### src/rtl/la_iopoc_pkg.sv
// Shared constants for the pad-ring power-on sequencer: state codes,
// ioring bit positions and the per-state ring pattern.
package la_iopoc_pkg;

  // FSM state codes; code 7 is unused and recovers to ST_OFF.
  localparam logic [2:0] ST_OFF    = 3'd0;
  localparam logic [2:0] ST_PWRUP  = 3'd1;
  localparam logic [2:0] ST_ISOREL = 3'd2;
  localparam logic [2:0] ST_ON     = 3'd3;
  localparam logic [2:0] ST_DRVOFF = 3'd4;
  localparam logic [2:0] ST_ISOSET = 3'd5;
  localparam logic [2:0] ST_PWRDN  = 3'd6;

  // Bit positions inside the ioring bus.
  localparam int POC_EN = 0;
  localparam int ISO    = 1;
  localparam int RET    = 2;
  localparam int DRV_EN = 3;

  // Ring is isolated and unpowered out of reset.
  localparam logic [3:0] RING_RST = 4'b0010;

  // Low four ioring bits for a given state; ret only matters while OFF.
  function automatic logic [3:0] ring_bits(input logic [2:0] st, input logic ret);
    logic [3:0] r;
    r = 4'b0000;
    case (st)
      ST_OFF: begin
        r[ISO] = 1'b1;
        r[RET] = ret;
      end
      ST_PWRUP, ST_ISOSET, ST_PWRDN: begin
        r[POC_EN] = 1'b1;
        r[ISO]    = 1'b1;
      end
      ST_ISOREL, ST_DRVOFF: begin
        r[POC_EN] = 1'b1;
      end
      ST_ON: begin
        r[POC_EN] = 1'b1;
        r[DRV_EN] = 1'b1;
      end
      default: r = RING_RST;
    endcase
    return r;
  endfunction

endpackage

### src/rtl/la_iopoc_dwell.sv
// Dwell counter: loads a delay on state entry and counts down to zero,
// holding at zero. zero is high in the last cycle of a dwell.
module la_iopoc_dwell #(
  parameter int CW = 16
) (
  input  logic          clk,
  input  logic          reset,
  input  logic          load,
  input  logic [CW-1:0] ld_val,
  output logic          zero
);

  localparam logic [CW-1:0] ONE = {{(CW-1){1'b0}}, 1'b1};

  logic [CW-1:0] cnt;

  // Load has priority; otherwise decrement until zero and hold there.
  always_ff @(posedge clk) begin
    if (reset) begin
      cnt <= '0;
    end else if (load) begin
      cnt <= ld_val;
    end else if (cnt != '0) begin
      cnt <= cnt - ONE;
    end
  end

  assign zero = (cnt == '0);

endmodule

### src/rtl/la_iopocseq.sv
// Power-on sequencer for the pad-ring POC cell. Steps the ring through
// POC enable -> isolation release -> driver enable and back, with
// programmable dwells, power-good loss handling and retention in OFF.
//
// Request interface: up_req and down_req are single-cycle pulses with no
// ack; a pulse is acted on only in the states where it is meaningful
// (up_req in OFF, down_req in ON/PWRUP/ISOREL) and is otherwise dropped.
// Completion is signalled by a one-cycle done pulse; busy covers the
// whole transient. ret_req is a level honoured only while OFF.
module la_iopocseq
  import la_iopoc_pkg::*;
#(
  parameter int RINGW = 8,
  parameter int CW    = 16
) (
  input  logic             clk,
  input  logic             reset,
  input  logic             pwr_ok,
  input  logic             up_req,
  input  logic             down_req,
  input  logic             ret_req,
  input  logic [CW-1:0]    t_pwr,
  input  logic [CW-1:0]    t_iso,
  input  logic [CW-1:0]    t_drv,
  output logic [RINGW-1:0] ioring,
  output logic [2:0]       state,
  output logic             on,
  output logic             busy,
  output logic             done,
  output logic             fault
);

  logic [2:0]       nxt;
  logic             ld;
  logic [CW-1:0]    ld_val;
  logic             nxt_done;
  logic             pg_lost;
  logic             up_acc;
  logic             zero;
  logic [RINGW-1:0] ring_nxt;

  la_iopoc_dwell #(.CW(CW)) u_dwell (
    .clk    (clk),
    .reset  (reset),
    .load   (ld),
    .ld_val (ld_val),
    .zero   (zero)
  );

  assign pg_lost = (state != ST_OFF) && !pwr_ok;
  assign up_acc  = (state == ST_OFF) && up_req && pwr_ok && !down_req;

  // Next-state logic: power-good loss overrides everything, aborts beat
  // the dwell expiry, and each dwell state loads its successor's delay.
  always_comb begin
    nxt      = state;
    ld       = 1'b0;
    ld_val   = '0;
    nxt_done = 1'b0;
    if (pg_lost) begin
      nxt = ST_OFF;
    end else begin
      case (state)
        ST_OFF: begin
          if (up_acc) begin
            nxt = ST_PWRUP; ld = 1'b1; ld_val = t_pwr;
          end
        end
        ST_PWRUP: begin
          if (down_req) begin
            nxt = ST_ISOSET; ld = 1'b1; ld_val = t_iso;
          end else if (zero) begin
            nxt = ST_ISOREL; ld = 1'b1; ld_val = t_iso;
          end
        end
        ST_ISOREL: begin
          if (down_req) begin
            nxt = ST_ISOSET; ld = 1'b1; ld_val = t_iso;
          end else if (zero) begin
            nxt = ST_ON; nxt_done = 1'b1;
          end
        end
        ST_ON: begin
          if (down_req) begin
            nxt = ST_DRVOFF; ld = 1'b1; ld_val = t_drv;
          end
        end
        ST_DRVOFF: begin
          if (zero) begin
            nxt = ST_ISOSET; ld = 1'b1; ld_val = t_iso;
          end
        end
        ST_ISOSET: begin
          if (zero) begin
            nxt = ST_PWRDN; ld = 1'b1; ld_val = t_pwr;
          end
        end
        ST_PWRDN: begin
          if (zero) begin
            nxt = ST_OFF; nxt_done = 1'b1;
          end
        end
        default: nxt = ST_OFF;
      endcase
    end
  end

  // Ring pattern for the upcoming state, zero-extended to the bus width.
  always_comb begin
    ring_nxt      = '0;
    ring_nxt[3:0] = ring_bits(nxt, ret_req);
  end

  // Output registers are all driven from the next state so ioring moves
  // in the same cycle as the state register.
  always_ff @(posedge clk) begin
    if (reset) begin
      state  <= ST_OFF;
      ioring <= {{(RINGW-4){1'b0}}, RING_RST};
      on     <= 1'b0;
      busy   <= 1'b0;
      done   <= 1'b0;
      fault  <= 1'b0;
    end else begin
      state  <= nxt;
      ioring <= ring_nxt;
      on     <= (nxt == ST_ON);
      busy   <= (nxt != ST_OFF) && (nxt != ST_ON);
      done   <= nxt_done;
      if (pg_lost) begin
        fault <= 1'b1;
      end else if (up_acc) begin
        fault <= 1'b0;
      end
    end
  end

endmodule
### config.mk
export PLATFORM = sky130hd
export DESIGN_NAME = la_iopocseq
export DESIGN_NICKNAME = d
export VERILOG_FILES = /design/src/rtl/la_iopoc_pkg.sv /design/src/rtl/la_iopoc_dwell.sv /design/src/rtl/la_iopocseq.sv
export SDC_FILE = /design/constraint.sdc
export NUM_CORES = 1
export LEC_CHECK = 0
export ABC_CLOCK_PERIOD_IN_PS = 4140
export CAP_MARGIN = 15
export CORE_MARGIN = 8
export CORE_UTILIZATION = 48
export DETAILED_ROUTE_END_ITERATION = 6
export PLACE_DENSITY_LB_ADDON = 0.15
export SLEW_MARGIN = 15
export SYNTH_ARGS = -nofsm -noshare
export SYNTH_HDL_FRONTEND = slang
export SYNTH_SLANG_ARGS = --single-unit
### constraint.sdc
create_clock -name clk -period 4.14 [get_ports clk]
set_clock_uncertainty 0.05 [all_clocks]
set_input_delay 0.621 -clock clk [delete_from_list [all_inputs] [get_ports clk]]
set_output_delay 0.621 -clock clk [all_outputs]
set_load 0.05 [all_outputs]
Yosys cells after proc, flatten, opt, wreduce, memory -nomap -nowiden
Cells that the tools add are included.
{"block": "totals", "ff_bits": 31, "latchBits": 0, "ram_bits": 0, "mem_bits_ro": 0, "out_inout_bits": 15, "n_memories": 0}
{"block": "op_classes", "addsub": 1, "mul": 0, "n_div": 0, "n_lt_le_gt_ge": 0, "n_eq_ne": 13, "shifts": 0, "n_mux": 34, "bitwise_logic": 1, "reduce_logical": 21}
{"cell": "$mux W16", "count": 9}
{"cell": "$pmux W16 S6", "count": 1}
{"cell": "$mux W3", "count": 10}
{"cell": "$pmux W3 S7", "count": 1}
{"cell": "$eq A3 B3 Y1 const B", "count": 6}
{"cell": "$logic_not A16 Y1", "count": 1}
{"cell": "$reduce_bool A16 Y1", "count": 1}
{"cell": "$sub A16 B1 Y16 const B", "count": 1}
{"cell": "$eq A3 B2 Y1 const B", "count": 4}
{"cell": "$mux W1", "count": 11}
{"cell": "$reduce_or A2 Y1", "count": 4}
{"cell": "$eq A3 B1 Y1 const B", "count": 2}
{"cell": "$logic_not A3 Y1", "count": 2}
{"cell": "$reduce_bool A3 Y1", "count": 2}
{"cell": "$reduce_or A6 Y1", "count": 1}
{"cell": "$logic_and A1 B1 Y1", "count": 5}
{"cell": "$pmux W1 S4", "count": 1}
{"cell": "$reduce_bool A2 Y1", "count": 2}
{"cell": "$ne A3 B2 Y1 const B", "count": 1}
{"cell": "$reduce_or A3 Y1", "count": 1}
{"cell": "$logic_not A1 Y1", "count": 2}
{"cell": "$pmux W1 S2", "count": 1}
{"cell": "$not A1 Y1", "count": 1}

Longest topological paths before layout
Gate-level depths: netlist (run 1).
{"block": "logic_depth", "depth_word": 10, "mapped_depth": 9}

Hierarchy
A second synthesis (run 1) with hierarchy kept.
{"block": "hier_totals", "hier_cells": 249, "area_unflattened_um2": 2103.3}
{"module": "la_iopocseq", "instances": 1, "cells_each": 133, "area_each_um2": 1138.6}
{"module": "la_iopoc_dwell", "instances": 1, "cells_each": 116, "area_each_um2": 964.7}

Worst setup path before layout (run 1)
No wires, ideal clock.
{"block": "synth_timing", "path_kind": "flip-flop to flip-flop", "startpoint": "register state[1]", "endpoint": "register u_dwell.cnt[1]", "setup_ps": 86, "arrival_ps": 2062, "required_time_ps": 4004, "setup_slack_ps": 1941, "path_stages_with_launch": 7, "n_path_buf": 2, "period_less_slack_ps": 2199, "cell_sequence": "dfxtp_1 buf_2 inv_1 nor3_1 buf_2 a221oi_1 a221oi_2"}
{"block": "synth_between", "elab_chain_len": 8}
{"element": "start: declaration", "line_no": "la_iopocseq.sv:26", "source": "output logic [2:0] state,"}
{"element": "start signal: assignment", "line_no": "la_iopocseq.sv:125", "source": "state <= nxt;"}
{"element": "$logic_not A3 Y1", "line_no": "la_iopocseq.sv:51, la_iopocseq.sv:63"}
{"element": "$logic_and A1 B1 Y1 (3 in a row)", "line_no": "la_iopocseq.sv:51", "source": "assign up_acc = (state == ST_OFF) && up_req && pwr_ok && !down_req;"}
{"element": "$mux W16 or $mux W1 (tied branches)", "line_no": "la_iopocseq.sv:65", "source": "if (up_acc) begin"}
{"element": "$pmux W16 S6 or $pmux W1 S4 (tied branches)", "line_no": "la_iopocseq.sv:63", "source": "case (state)"}
{"element": "$mux W16 or $mux W1 (tied branches)", "line_no": "la_iopocseq.sv:60", "source": "if (pg_lost) begin"}
{"element": "$mux W16 or $reduce_bool A2 Y1 (tied branches)"}
{"element": "end signal: assignment", "line_no": "la_iopoc_dwell.sv:22", "source": "cnt <= ld_val;"}
{"element": "end signal: assignment", "line_no": "la_iopoc_dwell.sv:24", "source": "cnt <= cnt - ONE;"}
{"element": "end: declaration", "line_no": "la_iopoc_dwell.sv:15", "source": "logic [CW-1:0] cnt;"}
Several ways; a longest one is shown, not always the timed one.
A chain may end at the register's enable or synchronous reset.

Worst setup path in the final report (run 1)
{"block": "layout_timing", "startpoint": "input down_req", "endpoint": "register u_dwell.cnt[12]"}
{"block": "layout_between", "elab_chain_len": 6}
{"element": "start: declaration", "line_no": "la_iopocseq.sv:20", "source": "input logic down_req,"}
{"element": "$logic_not A1 Y1", "line_no": "la_iopocseq.sv:51"}
{"element": "$logic_and A1 B1 Y1", "line_no": "la_iopocseq.sv:51"}
{"element": "$mux W16 or $mux W1 (tied branches)", "line_no": "la_iopocseq.sv:65"}
{"element": "$pmux W16 S6 or $pmux W1 S4 (tied branches)", "line_no": "la_iopocseq.sv:63"}
{"element": "$mux W16 or $mux W1 (tied branches)", "line_no": "la_iopocseq.sv:60"}
{"element": "$mux W16 or $reduce_bool A2 Y1 (tied branches)"}
Several ways; a longest one is shown, not always the timed one.

==> impl_metrics.env, run 1 <==
export IMPL_die_w_um=77.9
export IMPL_combPwrFrac_pct=55.1
export IMPL_pwr_share_clk_pct=12.9
export IMPL_worstHoldStart="fault"
export IMPL_maxCapViolCount=0
export IMPL_cts_tree="yes"
export IMPL_dp_hpwl_mm=3.91
export IMPL_p_leak_uw=0.000902
export IMPL_drtIter0Drc=104
export IMPL_syn_area_per_cell_um2=8.93
export IMPL_run_status="finished, final reports clean"
export IMPL_post_cts_buffers=0
export IMPL_synthCells=206
export IMPL_synth_area_mm2=0.00184
export IMPL_route_vias_total=1841
export IMPL_grt_max_degree=17
export IMPL_rsz0062_at_grt="false"
export IMPL_die_h_um=77.9
export IMPL_clk_root_buffer_cell="clkbuf_8"
export IMPL_num_io_pins=69
export IMPL_crit_type="input pin to register"
export IMPL_drive_gt1_share_pct=7.63
export IMPL_p_sw_uw=544
export IMPL_clkTransAtPathRegs_ns=0.09
export IMPL_crit_path_start_kind="input pin"
export IMPL_grt_use_total_pct=17.3
export IMPL_synth_edf_count=0
export IMPL_ys_flop_type="dfxtp_1"
export IMPL_cts_buffers=3
export IMPL_ys_seq_area_share_pct=28.3
export IMPL_swShare_pct=42.4
export IMPL_diodes=0
export IMPL_synth_warning_count=0
export IMPL_required_ns=4.25
export IMPL_total_power_uw=1280
export IMPL_ctsHoldBuffers=0
export IMPL_rows=22
export IMPL_clk_insertion_delay_late_ns=0.27
export IMPL_maxSlewHeadroom_pct=29.6
export IMPL_routabilityCongestion=0.930
export IMPL_mostFrequentLayoutCell="clkdlybuf4s50_1"
export IMPL_rrSetupSlack_ns=1.09
export IMPL_max_vdd_ir_drop_mv=0.232
export IMPL_drt_first_pass_iters=4
export IMPL_n_fill_cell=326
export IMPL_detail_route_wl_per_cell_um=16.7
export IMPL_fin_ws_ns=0.932
export IMPL_min_path_type="register to register"
export IMPL_hold_violations=0
export IMPL_tns_ns=0
export IMPL_grt_ovfl_total=0
export IMPL_startpoint="down_req"
export IMPL_area_growth_pct=36.4
export IMPL_setup_viol=0
export IMPL_fmaxAchievable_mhz=312
export IMPL_synth_seq_cells=26
export IMPL_antenna_found_initial=0
export IMPL_fin_crit_sh_pct=77.5
export IMPL_crit_arrival_ns=3.32
export IMPL_clock_path_buffers=2
export IMPL_end_kind="register"
export IMPL_fin_nets=319
export IMPL_dieArea_mm2=0.00607
export IMPL_maxSlewViolCount=0
export IMPL_power_density_mw_per_mm2=512
export IMPL_grt_pass1_wl_mm=8.94
export IMPL_synthArstFlopShare_pct=0
export IMPL_cts_sinks=26
export IMPL_dp_slack_ns=0.633
export IMPL_ant_nets=0
export IMPL_mostFrequentLayoutCells="clkdlybuf4s50_1 (64), dfxtp_1 (26), nand2_1 (15)"
export IMPL_coreArea_mm2=0.00366
export IMPL_vias_per_cell=5.94
export IMPL_grt_pass1_vias=1860
export IMPL_min_period_ns=3.21
export IMPL_drc=0
export IMPL_ys_types=52
export IMPL_seq_power_share_pct=32.0
export IMPL_path_max_fanout=11
export IMPL_htree_levels=1
export IMPL_initial_core_util_pct=50.2
export IMPL_worst_slew_pin_slew_ns=1.05
export IMPL_port_buffers=64
export IMPL_drt_wl_total_mm=5.17
export IMPL_reg2reg_from="u_dwell.cnt[0]"
export IMPL_cts_resized=0
export IMPL_p_int_uw=739
==> per-layer routing <==
metal  vias up  GRT usage (%)  routed length, um
met5         -              0                  0
met4         0           5.19                 50
met3         5           4.03                384
met2        78           26.4               2230
met1       843           23.6               2510
li1        915              -                  -
==> cell usage after synthesis, types with 4 or more instances <==
master    number  area share [%]
buf_4          6             2.4
a22o_1         9             4.3
a21oi_1        7             1.9
nor4_1         4             1.4
a211oi_1       8             3.3
nand4_1        5             1.7
xor2_1         7             3.3
nand2b_1       4             1.4
buf_2          7             1.9
inv_1          7             1.4
nor2_1        12             2.4
a221o_1        9             4.9
a221oi_1       4             1.9
a221oi_2       6             4.9
nor3_1        13             3.5
dfxtp_1       26              28
nand3_1        5             1.4
nand2_1       15             3.1
==> critical path, stage by stage <==
cell and delay, ns:
clkdlybuf4s50_1 0.62, nand3b_1 0.27, o32ai_1 0.13, o211ai_1 0.86
nor2_1 0.38, a221o_1 0.43
==> metrics by stage <==
stage | util [%] | instance area, um2 | instances | hold WS (ns)
finish | 68.5 | 2510 | 310 | 0.554
global route | 68.5 | 2510 | 310 | 0.629
CTS | 68.5 | 2510 | 310 | 0.567
detailed placement | 67.0 | 2450 | 306 | 0.538
global placement | 67.0 | 2450 | 306 | 0.534
floorplan | - | 1850 | 209 | 0.533
==> final timing paths <==
check	end	depth (start not counted)
worst min-delay path	fault	3
worst max register to register	u_dwell.cnt[12]	7
worst max-delay path	u_dwell.cnt[12]	6
worst min register to register	fault	3
==> area by class of cell <==
type / count / area (um2) / share of cell area, %
timing repair buffer: 66 / 656 / 26.1
sequential: 26 / 520 / 20.7
clock buffer: 4 / 55.1 / 2.19
multi-input combinational: 159 / 1190 / 47.5
tap: 48 / 60.1 / 2.39
inverter: 7 / 26.3 / 1.05
==> power groups by stage <==
stage               Clock (uW)  Combinational [uW]  Sequential (uW)
floorplan                    0                 565              397
global placement             0                 692              411
detailed placement           0                 704              411
CTS                        168                 706              407
global route               181                 801              422
finish                     166                 707              410
==> cells by family after synthesis <==
group	share of synthesized area, %
simple gates	26.9
mux	0.544
xor+xnor	4.76
flops	28.3
other cells	0.204
fa+ha+maj	1.36
buf+inv	7.82
compound gates	30.1
==> sequential cells by signal, summed over array words and instances (netlist names) <==
signal	flops
u_dwell.cnt	16
ioring	4
state	3
busy	1
done	1
fault	1
Power figures use the tool's default switching activity.
==> run 2: changes to the inputs <==
--- a/config.mk
+++ b/config.mk
@@ -5,10 +5,10 @@
 export SDC_FILE = /design/constraint.sdc
 export NUM_CORES = 1
 export LEC_CHECK = 0
-export ABC_CLOCK_PERIOD_IN_PS = 4140
+export ABC_CLOCK_PERIOD_IN_PS = 3100
 export CAP_MARGIN = 15
 export CORE_MARGIN = 8
-export CORE_UTILIZATION = 48
+export CORE_UTILIZATION = 44
 export DETAILED_ROUTE_END_ITERATION = 6
 export PLACE_DENSITY_LB_ADDON = 0.15
 export SLEW_MARGIN = 15
==> constraint.sdc (replaced) <==
create_clock -name clk -period 3.1 [get_ports clk]
set_clock_uncertainty 0.05 [all_clocks]
set_input_delay 0.465 -clock clk [delete_from_list [all_inputs] [get_ports clk]]
set_output_delay 0.465 -clock clk [all_outputs]
set_load 0.05 [all_outputs]
==> impl_metrics.env, run 2 (same netlist as run 1, synthesis figures left out) <==
export IMPL_run_status="finished, final reports clean"
export IMPL_p_sw_uw=739
export IMPL_cpPeakStageDelay_ns=0.49
export IMPL_worst_hold_slack_ns=0.570
export IMPL_crit_type="register to register"
export IMPL_route_vias_total=1860
export IMPL_fin_nets=322
export IMPL_detail_route_wl_per_cell_um=16.9
export IMPL_drc=0
export IMPL_maxCapViolCount=0
export IMPL_rows=23
export IMPL_seq_power_share_pct=32.0
export IMPL_hold_violations=0
export IMPL_vias_per_cell=5.92
export IMPL_pwr_share_clk_pct=11.3
export IMPL_coreArea_mm2=0.00400
export IMPL_num_io_pins=69
export IMPL_htree_levels=1
export IMPL_cp_cell_sequence="inv_1 > ha_1 > nor3b_1 > and4_1 > o211a_1 > and3_4 > a221o_1"
export IMPL_fin_crit_sh_pct=80.6
export IMPL_mostFrequentLayoutCells="clkdlybuf4s50_1 (64), dfxtp_1 (26), nand2_1 (15)"
export IMPL_grt_pass1_wl_mm=8.82
export IMPL_cpMaxStageDelayCell="o211a_1"
export IMPL_combPwrFrac_pct=56.7
export IMPL_rsz0062_at_grt="false"
export IMPL_initial_core_util_pct=46.0
export IMPL_grt_pass1_vias=1852
export IMPL_drive_gt1_share_pct=8.33
export IMPL_clkTransAtPathRegs_ns=0.09
export IMPL_dp_slack_ns=0.368
export IMPL_grt_use_total_pct=16.6
export IMPL_clk_insertion_delay_late_ns=0.27
export IMPL_die_h_um=80.7
export IMPL_min_path_type="register to register"
export IMPL_dp_hpwl_mm=4.10
export IMPL_cts_buffers=3
export IMPL_end_kind="register"
export IMPL_worst_slew_pin_slew_ns=0.633
export IMPL_fin_util_pct=63.0
export IMPL_dieArea_mm2=0.00651
export IMPL_clock_path_buffers=2
export IMPL_required_ns=3.27
export IMPL_reg_top3="u_dwell.cnt (16), ioring (4), state (3)"
export IMPL_tns_ns=0
export IMPL_power_density_mw_per_mm2=681
export IMPL_drt_wl_total_mm=5.31
export IMPL_crit_path_start_kind="register"
export IMPL_largest_register="u_dwell.cnt"
export IMPL_ctsHoldBuffers=0
export IMPL_path_max_fanout=14
export IMPL_mostFrequentLayoutCell="clkdlybuf4s50_1"
export IMPL_grt_max_degree=17
export IMPL_diodes=0
export IMPL_fmaxAchievable_mhz=400
export IMPL_max_vdd_ir_drop_mv=0.372
export IMPL_cts_resized=0
export IMPL_cts_sinks=26
export IMPL_grt_ovfl_total=0
export IMPL_post_cts_buffers=0
export IMPL_maxSlewHeadroom_pct=57.6
export IMPL_routabilityCongestion=0.898
export IMPL_largest_register_ffs=16
export IMPL_drt_first_pass_iters=4
export IMPL_crit_arrival_ns=2.66
export IMPL_ant_nets=0
export IMPL_drtIter0Drc=138
export IMPL_fin_ws_ns=0.603
export IMPL_die_w_um=80.7
export IMPL_area_growth_pct=37.0
export IMPL_clk_root_buffer_cell="clkbuf_8"
export IMPL_min_period_ns=2.50
export IMPL_cts_tree="yes"
export IMPL_p_int_uw=977
export IMPL_antenna_found_initial=0
export IMPL_p_leak_uw=0.000909
export IMPL_setup_viol=0
export IMPL_maxSlewViolCount=0
export IMPL_swShare_pct=43.1
export IMPL_port_buffers=64
## run 2: layer usage
layer	global-route usage, %	vias up	part of all wire, %
met5	0	-	0
met4	4.82	0	1.0
met3	3.91	7	9.5
met2	25.7	87	43
met1	22.3	842	46
li1	-	924	-
## run 2: through the flow
stage	instances	total power [uW]	cell area (um2)
6_report	314	1720	2520
4_1_cts	314	1710	2520
5_1_grt	314	1860	2520
3_3_place_gp	311	1500	2480
3_5_place_dp	311	1510	2480
2_1_floorplan	209	1280	1850
## run 2: worst paths after layout
path	slack (ns)	to	cells past startpoint	from
max	0.60	u_dwell.cnt[4]	7	u_dwell.cnt[0]
min	0.57	fault	3	fault
max reg2reg	0.60	u_dwell.cnt[4]	7	u_dwell.cnt[0]
min reg2reg	0.57	fault	3	fault
## run 2: worst max-delay path, delay by kind of cell, from the launching register on
| kind | cells | cell delay, ns |
|---|---|---|
| AO/OA/AOI/OAI | 2 | 0.65 |
| flip-flops | 1 | 0.35 |
| adder cells (fa/ha/maj) | 1 | 0.22 |
| AND/OR/NAND/NOR | 3 | 1.05 |
| buffers and inverters | 1 | 0.12 |
## run 2: area by class of cell
| type | count | area [um2] |
|---|---|---|
| multi-input cells | 159 | 1190 |
| fillers | 363 | 1480 |
| flip-flops and latches | 26 | 520 |
| clock buffers | 3 | 41.3 |
| well taps | 50 | 62.6 |
| repair buffers | 69 | 678 |
| inverters | 7 | 26.3 |
## run 2: power groups by stage
| stage | combinational (uW) | clock, uW | sequential (uW) |
|---|---|---|---|
| after detailed placement | 962 | 0 | 550 |
| final | 973 | 194 | 549 |
| after CTS | 968 | 197 | 546 |
| after floorplan | 754 | 0 | 531 |
| after global routing | 1080 | 211 | 565 |
| after global placement | 946 | 0 | 551 |
==> run 3: changes to the inputs <==
--- a/config.mk
+++ b/config.mk
@@ -5,7 +5,7 @@
 export SDC_FILE = /design/constraint.sdc
 export NUM_CORES = 1
 export LEC_CHECK = 0
-export ABC_CLOCK_PERIOD_IN_PS = 3100
+export ABC_CLOCK_PERIOD_IN_PS = 2350
 export CAP_MARGIN = 15
 export CORE_MARGIN = 8
 export CORE_UTILIZATION = 44
==> constraint.sdc (replaced) <==
create_clock -name clk -period 2.35 [get_ports clk]
set_clock_uncertainty 0.05 [all_clocks]
set_input_delay 0.3525 -clock clk [delete_from_list [all_inputs] [get_ports clk]]
set_output_delay 0.3525 -clock clk [all_outputs]
set_load 0.05 [all_outputs]
==> impl_metrics.env, run 3 (same netlist as run 1, synthesis figures left out) <==
export IMPL_run_status="finished, final reports clean"
export IMPL_setup_viol=0
export IMPL_min_period_ns=2.24
export IMPL_crit_path_start_kind="register"
export IMPL_largest_register_ffs=16
export IMPL_cpMaxStageDelayCell="dfxtp_1"
export IMPL_multi_input_area_mm2=0.00121
export IMPL_maxCapViolCount=0
export IMPL_drtIter0Drc=156
export IMPL_vias_per_cell=5.89
export IMPL_routabilityCongestion=0.889
export IMPL_maxSlewHeadroom_pct=66.6
export IMPL_grt_pass1_vias=1813
export IMPL_reg2reg_depth=7
export IMPL_startpoint="u_dwell.cnt[0]"
export IMPL_die_h_um=80.7
export IMPL_cts_tree="yes"
export IMPL_antenna_found_initial=0
export IMPL_largest_register="u_dwell.cnt"
export IMPL_p_int_uw=1380
export IMPL_critPathTopFamily="compound AO/OA/AOI/OAI gates"
export IMPL_detail_route_wl_per_cell_um=16.7
export IMPL_hold_depth=3
export IMPL_fin_cells=327
export IMPL_clock_path_buffers=2
export IMPL_hold_violations=0
export IMPL_p_sw_uw=999
export IMPL_drt_first_pass_iters=5
export IMPL_die_w_um=80.7
export IMPL_grt_ovfl_total=0
export IMPL_cp_cell_sequence="inv_1 > ha_1 > nor3b_2 > and4_4 > o221a_4 > a22o_1 > a221o_1"
export IMPL_worst_hold_slack_ns=0.553
export IMPL_reg2reg_from="u_dwell.cnt[0]"
export IMPL_drt_wl_total_mm=5.45
export IMPL_post_place_cells=324
export IMPL_clk_root_buffer_cell="clkbuf_8"
export IMPL_dp_hpwl_mm=4.14
export IMPL_min_path_type="register to register"
export IMPL_port_buffers=64
export IMPL_fin_crit_sh_pct=95.5
export IMPL_rsz0062_at_grt="false"
export IMPL_maxSlewViolCount=0
export IMPL_grt_pass1_wl_mm=8.63
export IMPL_route_vias_total=1926
export IMPL_crit_type="register to register"
export IMPL_p_leak_uw=0.000983
export IMPL_num_io_pins=69
export IMPL_dieArea_mm2=0.00651
export IMPL_worstHoldStart="fault"
export IMPL_initial_core_util_pct=46.0
export IMPL_fmaxAchievable_mhz=446
export IMPL_fin_nets=335
export IMPL_swShare_pct=42.1
export IMPL_rows=23
export IMPL_rrSetupSlack_ns=0.11
export IMPL_clk_insertion_delay_late_ns=0.27
export IMPL_seqCellArea_um2=520
export IMPL_drive_gt1_share_pct=14.1
export IMPL_htree_levels=1
export IMPL_end_kind="register"
export IMPL_drc=0
export IMPL_crit_buf_inv=1
export IMPL_r2r_end="u_dwell.cnt[14]"
export IMPL_coreArea_mm2=0.00400
export IMPL_mostFrequentLayoutCells="clkdlybuf4s50_1 (64), dfxtp_1 (26), buf_4 (17)"
export IMPL_cts_buffers=3
export IMPL_combPwrFrac_pct=59.2
export IMPL_ctsHoldBuffers=0
export IMPL_path_max_fanout=16
export IMPL_required_ns=2.46
export IMPL_crit_arrival_ns=2.36
export IMPL_ant_nets=0
export IMPL_dp_slack_ns=-0.109
export IMPL_critical_path_depth=7
export IMPL_hold_end="fault"
export IMPL_post_cts_buffers=0
export IMPL_clkTransAtPathRegs_ns=0.09
export IMPL_area_growth_pct=43.9
export IMPL_grt_max_degree=17
export IMPL_post_dp_cell_area_mm2=0.00259
export IMPL_seq_power_share_pct=30.1
export IMPL_power_density_mw_per_mm2=897
export IMPL_grt_use_total_pct=16.2
export IMPL_worst_slew_pin_slew_ns=0.499
export IMPL_cpPeakStageDelay_ns=0.39
export IMPL_reg_top3="u_dwell.cnt (16), ioring (4), state (3)"
export IMPL_pwr_share_clk_pct=10.7
export IMPL_max_vdd_ir_drop_mv=0.430
export IMPL_cts_sinks=26
export IMPL_n_fill_cell=350
export IMPL_mostFrequentLayoutCell="clkdlybuf4s50_1"
export IMPL_diodes=0
export IMPL_total_power_uw=2370
export IMPL_fin_ws_ns=0.107
export IMPL_finalInstanceArea_mm2=0.00265
## run 3: cell types whose count changed in the layout (fill, tap and decap cells not counted)
cell and change:
and4_1 -1, nor3b_2 +1, and4_4 +1, buf_4 +12, nor4b_2 +1, buf_12 +1
nor3b_1 -1, nor2_2 +1, nor2_1 -1, nor4b_1 -1
## run 3: worst reg2reg max path, cell delays in order, from the launching register on
cell	delay [ns]
dfxtp_1	0.39
inv_1	0.11
ha_1	0.25
nor3b_2	0.17
and4_4	0.23
o221a_4	0.33
a22o_1	0.27
a221o_1	0.33
## run 3: metal layers
| metal | global-route usage (%) | wire length [um] | vias up |
|---|---|---|---|
| li1 | - | - | 949 |
| met1 | 21.3 | 2510 | 883 |
| met2 | 25.0 | 2350 | 89 |
| met3 | 4.46 | 534 | 5 |
| met4 | 4.46 | 50 | 0 |
| met5 | 0 | 0 | - |
## run 3: worst max-delay path by stage
| stage | to | slack [ns] |
|---|---|---|
| after floorplan | u_dwell.cnt[1] | 0.15 |
| after global placement | u_dwell.cnt[14] | -0.04 |
| after detailed placement | u_dwell.cnt[14] | -0.11 |
| after CTS | busy | 0.008 |
| after global routing | u_dwell.cnt[14] | 0.01 |
| final | u_dwell.cnt[14] | 0.11 |
## run 3: power by group through the flow
stage                     combinational, uW  clock (uW)  sequential [uW]
after floorplan                         995           0              700
after global placement                 1350           0              716
after detailed placement               1370           0              711
after CTS                              1380         260              707
after global routing                   1540         271              731
final                                  1410         253              715
## run 3: layout make-up
type,instances,area share (%)
Multi-Input combinational cell,159,45.6
Timing Repair Buffer,82,29.8
Sequential cell,26,19.7
Tap cell,50,2.36
Clock buffer,3,1.56
Inverter,7,0.993
## run 3: repair_timing
| action | 4_1_cts | 5_1_grt |
|---|---|---|
| gates resized for setup | 1 | 4 |
| pin swaps | 1 | 0 |
| setup endpoints to repair | 9 | 19 |
| hold endpoints to repair | 0 | 0 |
## run 3: metrics by stage
stage / TNS, ns / utilization [%]
6_report: 0 / 66.2
5_1_grt: 0 / 66.2
4_1_cts: 0 / 65.8
3_5_place_dp: -0.733 / 64.7
2_1_floorplan: 0 / -
3_3_place_gp: -0.0729 / 64.7
